$ cat config.mk
export PLATFORM = sky130hd
export DESIGN_NAME = ula_multibyte
export DESIGN_NICKNAME = d
export VERILOG_FILES = /design/src/rtl/ula_multibyte.sv
export SDC_FILE = /design/constraint.sdc
export NUM_CORES = 1
export LEC_CHECK = 0
export CORE_MARGIN = 3
export CORE_UTILIZATION = 35
export DETAILED_ROUTE_END_ITERATION = 8
export HOLD_SLACK_MARGIN = 0.15
export PLACE_DENSITY_LB_ADDON = 0.15
export SKIP_LAST_GASP = 1
export SLEW_MARGIN = 10
export SYNTH_ARGS = -nofsm -noshare
export SYNTH_HDL_FRONTEND = slang
export SYNTH_SLANG_ARGS = --single-unit
$ cat constraint.sdc
create_clock -name clk -period 1.85 [get_ports clk]
set_clock_uncertainty 0.05 [all_clocks]
set_input_delay 0.185 -clock clk [delete_from_list [all_inputs] [get_ports clk]]
set_output_delay 0.185 -clock clk [all_outputs]
set_load 0.005 [all_outputs]
$ cat src/rtl/ula_multibyte.sv
// Byte-serial multi-precision sequencer driving one 8-bit ALU, chaining carry between bytes.
// Optional ULA_MULTIBYTE_ZERO_EN adds a done_zero flag reporting an all-zero result.
`timescale 1ns/1ps
module ula_multibyte #(
    parameter int LEN_W = 4
) (
    input  logic             clk,
    input  logic             rst,
    input  logic             cmd_valid,
    output logic             cmd_ready,
    input  logic [2:0]       cmd_seletor,
    input  logic [LEN_W-1:0] cmd_len,
    input  logic             cmd_carry_in,
    input  logic             in_valid,
    output logic             in_ready,
    input  logic [7:0]       in_A,
    input  logic [7:0]       in_B,
    output logic             out_valid,
    input  logic             out_ready,
    output logic [7:0]       out_resultado,
    output logic             out_last,
    output logic             done_valid,
    output logic             done_carry_out,
`ifdef ULA_MULTIBYTE_ZERO_EN
    output logic             done_zero,
`endif
    output logic             busy,
    output logic [7:0]       ula_A,
    output logic [7:0]       ula_B,
    output logic             ula_carry_in,
    output logic [2:0]       ula_seletor,
    input  logic [7:0]       ula_resultado,
    input  logic             ula_carry_out
);

    typedef enum logic [1:0] {IDLE, RUN, DRAIN} state_t;

    state_t           state;
    state_t           state_next;
    logic [LEN_W-1:0] remaining;
    logic [LEN_W-1:0] count;
    logic             carry_reg;
    logic [2:0]       seletor_reg;
    logic             cmd_hs;
    logic             in_hs;
    logic             out_hs;
`ifdef ULA_MULTIBYTE_ZERO_EN
    logic             zero_flag;
`endif

    assign cmd_hs       = cmd_valid && cmd_ready;
    assign in_hs        = in_valid && in_ready;
    assign out_hs       = out_valid && out_ready;
    assign busy         = (state != IDLE);
    assign ula_A        = in_A;
    assign ula_B        = in_B;
    assign ula_carry_in = carry_reg;
    assign ula_seletor  = seletor_reg;

    always_ff @(posedge clk) begin
        if (rst) state <= IDLE;
        else     state <= state_next;
    end

    always_comb begin
        state_next = state;
        cmd_ready  = 1'b0;
        in_ready   = 1'b0;
        case (state)
            IDLE: begin
                cmd_ready = !rst;
                if (cmd_valid && !rst) state_next = RUN;
            end
            RUN: begin
                // A new byte may enter only if the output register is free or being emptied
                in_ready = !out_valid || out_ready;
                if (in_valid && in_ready && (count == remaining)) state_next = DRAIN;
            end
            DRAIN: begin
                if (out_valid && out_ready && out_last) state_next = IDLE;
            end
            default: state_next = IDLE;
        endcase
    end

    always_ff @(posedge clk) begin
        if (rst) begin
            remaining      <= '0;
            count          <= '0;
            carry_reg      <= 1'b0;
            seletor_reg    <= 3'd0;
            out_valid      <= 1'b0;
            out_resultado  <= 8'd0;
            out_last       <= 1'b0;
            done_valid     <= 1'b0;
            done_carry_out <= 1'b0;
`ifdef ULA_MULTIBYTE_ZERO_EN
            zero_flag      <= 1'b0;
            done_zero      <= 1'b0;
`endif
        end else begin
            done_valid <= 1'b0;
`ifdef ULA_MULTIBYTE_ZERO_EN
            done_zero  <= 1'b0;
`endif
            if (cmd_hs) begin
                seletor_reg <= cmd_seletor;
                carry_reg   <= cmd_carry_in;
                remaining   <= cmd_len;
                count       <= '0;
`ifdef ULA_MULTIBYTE_ZERO_EN
                zero_flag   <= 1'b1;
`endif
            end
            if (in_hs) begin
                out_resultado <= ula_resultado;
                out_valid     <= 1'b1;
                carry_reg     <= ula_carry_out;
                out_last      <= (count == remaining);
                count         <= count + 1'b1;
`ifdef ULA_MULTIBYTE_ZERO_EN
                if (ula_resultado != 8'd0) zero_flag <= 1'b0;
`endif
            end else if (out_hs) begin
                out_valid <= 1'b0;
                if (out_last) begin
                    out_last       <= 1'b0;
                    done_valid     <= 1'b1;
                    done_carry_out <= carry_reg;
`ifdef ULA_MULTIBYTE_ZERO_EN
                    done_zero      <= zero_flag;
`endif
                end
            end
        end
    end

endmodule

# Word-level counts from Yosys, hierarchy flattened
# Index checks and enable logic that the tools add are counted.
# word_totals
in_bits	38
out_inout_bits	35
reg_bits	26
word_cells	50
# classes
n_eq_ne	6
bitwise_logic	2
n_reduce_logical	17
n_addsub	1
n_mux	14
# ops
cell	n
1-bit two-way mux	8
4-bit two-way mux	2
1-bit logical AND	7
2-bit two-way mux	3
2-bit != test (second input constant)	3
2-bit one-hot mux with 3 select lines	1
3-bit AND reduction	2
2-bit nonzero test	3
4-bit by 1-bit adder with 4-bit output (second input constant)	1
4-bit == test	1
3-bit OR reduction	1
2-bit by 1-bit == test with 1-bit output (second input constant)	1
2-bit == test (second input constant)	1
1-bit zero test	2
2-bit zero test	1
1-bit inverter	2
1-bit logical OR	1

# Logic depth before layout (Yosys ltp)
# Gate-level depths: netlist of run 1.
# logic_depth
depth_word	6
ltp_mapped	6
ltp_nobuf	4

# Worst setup path before layout of run 1
# Ideal clock, no wire load.
# synth_path
kind	register -> register
from	register out_valid
to	register done_carry_out
required_ps	1730
setup_time_ps	70
path_buffers	1
setup_slack_ps	461
t_arrival_ps	1268
stages_incl_launch_ff	6
synth_period_minus_slack_ps	1389
path_cell_list	dfxtp_1 nand2b_1 and3_1 clkbuf_2 or3b_1 a21oi_1
# synth_between
elab_chain_len	6
elab_cells_between_ends	7
cone_classes	mux: 1; bitwise: 1; reduce/logical: 5
# synth_lines
element	line	rtl
from (decl)	18	output logic out_valid,
from (signal assigned)	92	out_valid <= 1'b0;
from (signal assigned)	117	out_valid <= 1'b1;
from (signal assigned)	125	out_valid <= 1'b0;
1-bit zero test	76	in_ready = !out_valid || out_ready;
1-bit logical OR	76	
1-bit two-way mux	69	case (state)
1-bit logical AND	52	assign in_hs = in_valid && in_ready;
1-bit inverter (no line)	-	
3-bit AND reduction (no line) (*)	-	
to (signal assigned)	129	done_carry_out <= carry_reg;
to (decl)	23	output logic done_carry_out,
# Every way passes the cells marked *; elsewhere a longest branch is shown, timed or not.
# A chain may end at the register's enable or synchronous reset.

# Final worst setup path of run 1
# layout_path
from	register state[0]
to	output in_ready
# layout_between
elab_chain_len	2
# layout_lines
element	line	rtl
from (decl)	38	state_t state;
from (signal assigned)	62	else state <= state_next;
2-bit by 1-bit == test with 1-bit output	69	
1-bit two-way mux	69	
to (decl)	15	output logic in_ready,
# Every way passes these cells.

==> results of run 1 <==
[per-stage QoR]
step	total power (W)	area [um^2]	TNS, ns	hold slack, ns
global route	0.001171	1572	0	0.3200
global placement	0.0008432	1524	0	0.3200
floorplan	0.0007480	1184	0	0.2436
finish	0.001113	1572	0	0.3200
CTS	0.001134	1568	-0.02066	0.3200
detailed placement	0.0008481	1524	0	0.3200
[repair_timing]
item	4_1_cts	5_1_grt
setup endpoints to repair	2	1
gates cloned	0	0
resized for setup	4	2
[cell families (layout without fill, tap and decap cells)]
family | Yosys count | in the layout | synth area share
AND/OR/NAND/NOR | 59 | 59 | 0.2579
XOR/XNOR | 5 | 5 | 0.03700
AO/OA/AOI/OAI | 26 | 26 | 0.1173
multiplexers | 1 | 1 | 0.008457
adder cells (fa/ha/maj) | 1 | 1 | 0.01057
buffers and inverters | 23 | 49 | 0.1290
flip-flops | 26 | 26 | 0.4397
[cell usage after synthesis, drive strengths merged]
cell     instances
a22oi            1
or2              1
buf             19
nand2           27
clkbuf           4
xor2             4
and3             1
a2111oi          1
or3b             1
or3              1
nand3            5
a21oi           14
nor3             3
ha               1
and2             1
xnor2            1
nor2b            1
nand4            1
o21ai            8
nand3b           4
nor4b            1
nand2b           8
a31oi            2
dfxtp           26
and4             1
nor2             3
mux2i            1
[sequential cells by signal, indices dropped and copies added, names as in the netlist]
| register | flops |
|---|---|
| ula_seletor | 3 |
| out_resultado | 8 |
| count | 4 |
| out_valid | 1 |
| state | 2 |
| remaining | 4 |
| ula_carry_in | 1 |
| out_last | 1 |
| done_carry_out | 1 |
| done_valid | 1 |
[where the power goes]
part,internal [W],switching (W),leakage (nW)
combinational,0.000132,0.0000846,0.327
sequential,0.000593,0.0000249,0.213
clock,0.000120,0.000159,0.0210
total,0.000844,0.000269,0.561
[critical path, delay by kind of cell (launching register included)]
family | cells | cell delay (ns)
flip-flops | 1 | 0.40
AND/OR/NAND/NOR | 2 | 0.33
buffers and inverters | 1 | 0.49
[layer usage]
layer  track usage  up-vias  routed length, um
met4       0.05541        0                 53
met2        0.2206       42               1202
met3       0.04394        9                229
li1              -      511                  -
met1        0.1499      446               1074
met5             0        -                  0
[layout make-up]
type	instances	share of cell area
flip-flops and latches	26	0.3360
multi-input cells	92	0.3280
repair buffers	45	0.2779
well taps	44	0.03503
clock buffers	4	0.02309
[worst max-delay path by stage]
| stage | cells past startpoint | end | from | slack, ns |
|---|---|---|---|---|
| 6_report | 3 | in_ready | state[0] | 0.08 |
| 5_1_grt | 3 | in_ready | state[0] | 0.001 |
| 4_1_cts | 3 | in_ready | state[0] | -0.02 |
| 3_5_place_dp | 5 | state[0] | out_ready | 0.1 |
| 3_3_place_gp | 4 | in_ready | out_ready | 0.16 |
| 2_1_floorplan | 5 | done_carry_out | out_valid | 0.46 |
==> flow_summary.toml, run 1 <==
[sta]
worst_pin_slew_ns = 0.3826
relSlewSlack = 0.7443
drv_slew = 0
period_needed_ns = 1.767
hold_viol_final = 0
setup_violations = 0
setup_ws_ns = 0.08271
period_share = 0.9553
rsz0062_at_grt = "no"
fmax_mhz = 565.8

[clocking]
cts_tree = "done"
postCtsSetupBuffers = 0
clockRootBuffer = "clkbuf_4"
clk-insertion-delay-late_ns = 0.32
cts_hold_buf = 0
clk_path_buf_depth = 2
clkTransAtPathRegs_ns = 0.14
numCtsBuffers = 3
cts_max_level = 1
clkSinkCount = 26

[placed_design]
pre_cts_slack_ns = 0.09618
gp_congestion = 0.7402
io_buffers = 40
place_inst = 207
dpl.hpwl_um = 1882

[synth]
avgSynthCellArea_um2 = 8.395
synthCells = 141
yosysSeqAreaShare = 0.4397
synth.top_cell.area_share = 0.4397
ys_ff_latch = 26
synth_top_area_cell = "dfxtp_1"
synthTopCellsByArea = "dfxtp_1, buf_4, nand2_1"
synthesis.area_um2 = 1184
synth.distinct_cells = 30
synth_warnings = 0
synth_nets = 180

[finish]
diodes = 0
area_delta_synth_final_pct = 32.77
fin_cells = 211
final.fill_count = 317
final_cell_mix = "clkdlybuf4s50_1, nand2_1, dfxtp_1, a21oi_1"
register_area_um2 = 528.0
multi_input_area_um2 = 515.5
final_layout_size_suffix_gt1_frac = 0.08383
nets = 207
layout_commonest_cell = "clkdlybuf4s50_1"
postLayoutCoreUtil = 0.5024

[global_routing]
grt_use_total = 0.1308
grt_pass1_vias = 985
grt_max_degree = 27
grt_pass1_wl_um = 4326
gr-total-overflow = 0
antenna_found_initial = 0

[worst_hold_path]
hp-class = "in2out"
whs_path_depth = 0
holdCritStartpoint = "in_B[1]"
hold_end = "ula_B[1]"

[pwr]
peakVddDrop_uv = 253.2
p_leak_nw = 0.5614
pwr_density_cell_nw_per_um2 = 708.4

[status]
status = "completed"

[floorplan]
die_y_um = 64.16
die_x_um = 64.16
pin_count = 73
rows = 20
dieArea_um2 = 4116
start_util = 0.3784
core_um2 = 3128

[worst_setup_path]
startpoint_type = "register"
end_kind = "primary output"
required_ns = 1.62
r2r_end = "done_carry_out"
rr_startpoint = "out_valid"
slowest_delay_ns = 0.49
r2r_cells = 4
r2r_setup_slack_ns = 0.42
path_max_fanout = 6
arrival_ns = 1.53
crit_type = "reg2out"
slowest_stage = "clkdlybuf4s50_1"
crit_chain = "nor2b_4, and2_1, clkdlybuf4s50_1"

[route]
first_pass_iters = 6
vias_per_cell = 4.777
vias = 1008
drc = 0
drt_iter0_drc = 32
ant_nets = 0
routedWlPerCell_um = 12.13
drt_wl_total_um = 2559

[flow_run]
cap_violations = 0
Note: power is estimated with default switching activity, not from simulation.
==> run 2: changes to the inputs <==
==> constraint.sdc (replaced) <==
create_clock -name clk -period 1.9 [get_ports clk]
set_clock_uncertainty 0.05 [all_clocks]
set_input_delay 0.19 -clock clk [delete_from_list [all_inputs] [get_ports clk]]
set_output_delay 0.19 -clock clk [all_outputs]
set_load 0.005 [all_outputs]
==> flow_summary.toml, run 2 (synthesis results as in run 1) <==
[floorplan]
start_util = 0.3784
die_x_um = 64.16
dieArea_um2 = 4116
rows = 20
die_y_um = 64.16
core_um2 = 3128
pin_count = 73

[clocking]
clockRootBuffer = "clkbuf_4"
cts-resized-gates = 1
postCtsSetupBuffers = 0
cts_tree = "done"
numCtsBuffers = 3
cts_hold_buf = 0
clkTransAtPathRegs_ns = 0.14
clk_path_buf_depth = 2
clk-insertion-delay-late_ns = 0.31
cts_max_level = 1
clkSinkCount = 26

[pwr]
switching_share = 0.2416
p_int_w = 0.0008244
total_power_w = 0.001087
seqPwrFrac = 0.553
power.net_switching_w = 0.0002626
pwr-share-clk = 0.252
pwr_density_cell_nw_per_um2 = 687.9
combinationalPowerShare = 0.195
peakVddDrop_uv = 380.1
p_leak_nw = 0.5756

[worst_hold_path]
holdCritStartpoint = "in_B[1]"
hp-class = "in2out"

[worst_setup_path]
end_kind = "primary output"
slowest_delay_ns = 0.49
rr_startpoint = "state[0]"
startpoint_type = "register"
slowest_stage = "clkdlybuf4s50_1"
required_ns = 1.66
arrival_ns = 1.56
cp-startpoint = "state[0]"
path_max_fanout = 6
crit_type = "reg2out"
crit_chain = "nor2b_4, and2_1, clkdlybuf4s50_1"

[sta]
period_share = 0.9452
hold_viol_final = 0
period_needed_ns = 1.796
rsz0062_at_grt = "no"
setup_violations = 0
relSlewSlack = 0.7528
fmax_mhz = 556.8
worst_pin_slew_ns = 0.3698
final.setup.tns_ns = 0
drv_slew = 0
holdWs_ns = 0.3300

[status]
status = "completed"

[placed_design]
gp_congestion = 0.7540
dpl.hpwl_um = 1918
placed_area_um2 = 1531
io_buffers = 40

[finish]
fin_area_um2 = 1580
diodes = 0
top_regs = "out_resultado (8), count (4), remaining (4)"
final_cell_mix = "clkdlybuf4s50_1, nand2_1, dfxtp_1, a21oi_1"
layout_commonest_cell = "clkdlybuf4s50_1"
regMostFlops = "out_resultado"
final_layout_size_suffix_gt1_frac = 0.08929
area_delta_synth_final_pct = 33.51
nets = 208
largest_reg_flops = 8
final.fill_count = 300

[route]
vias_per_cell = 4.736
ant_nets = 0
drc = 0
vias = 1004
first_pass_iters = 2
drt_iter0_drc = 21
routedWlPerCell_um = 11.83
drt_wl_total_um = 2509

[global_routing]
antenna_found_initial = 0
grt_pass1_vias = 963
grt_pass1_wl_um = 4243
gr-total-overflow = 0
grt_use_total = 0.1269
grt_max_degree = 17

[flow_run]
cap_violations = 0
[run 2: cell count changes in the layout (fill, tap and decap cells not counted)]
cell	previous run	this run
dfxtp_2	0	1
dfxtp_4	2	1
dlygate4sd2_1	1	0
dlymetal6s2s_1	0	1
buf_4	5	6
[run 2: final cells by class]
class,instances,area [um^2],share of cell area
Clock buffer,4,36.28,0.02296
Multi-Input combinational cell,92,515.5,0.3262
Sequential cell,26,525.5,0.3325
Tap cell,44,55.05,0.03484
Timing Repair Buffer,46,447.9,0.2835
[run 2: through the flow]
step                  util  std cells  setup slack [ns]
floorplan                -        141            0.5114
detailed placement  0.4896        208            0.1738
global placement    0.4896        208            0.1976
global route        0.5052        212          0.007461
finish              0.5052        212            0.1041
CTS                 0.5028        212          -0.01499
[run 2: power by group through the flow]
stage / clock (W) / sequential (W) / combinational [W]
after floorplan: 0 / 0.000611 / 0.000117
after global placement: 0 / 0.000612 / 0.000211
after detailed placement: 0 / 0.000614 / 0.000213
after CTS: 0.000291 / 0.000602 / 0.000216
after global routing: 0.000309 / 0.000607 / 0.000234
final: 0.000274 / 0.000601 / 0.000212
[run 2: routing by layer]
| metal | track usage | wire (um) | vias to the layer above |
|---|---|---|---|
| met3 | 0.03866 | 186 | 8 |
| met5 | 0 | 0 | - |
| met1 | 0.1387 | 1078 | 449 |
| met4 | 0.04749 | 45 | 0 |
| li1 | - | - | 514 |
| met2 | 0.2284 | 1199 | 33 |
[run 2: worst max-delay path: cells and delay by family, from the launching register on]
kind	cells	cell delay [ns]
flops	1	0.40
buf+inv	1	0.49
simple gates	2	0.36
[run 2: path summary, 6_finish.rpt]
check	end	slack, ns	cells after the start
worst min-delay path	ula_B[1]	0.33	0
worst max-delay path	in_ready	0.10	3
worst max register to register	out_resultado[1]	0.46	5
worst min register to register	out_resultado[7]	0.41	2
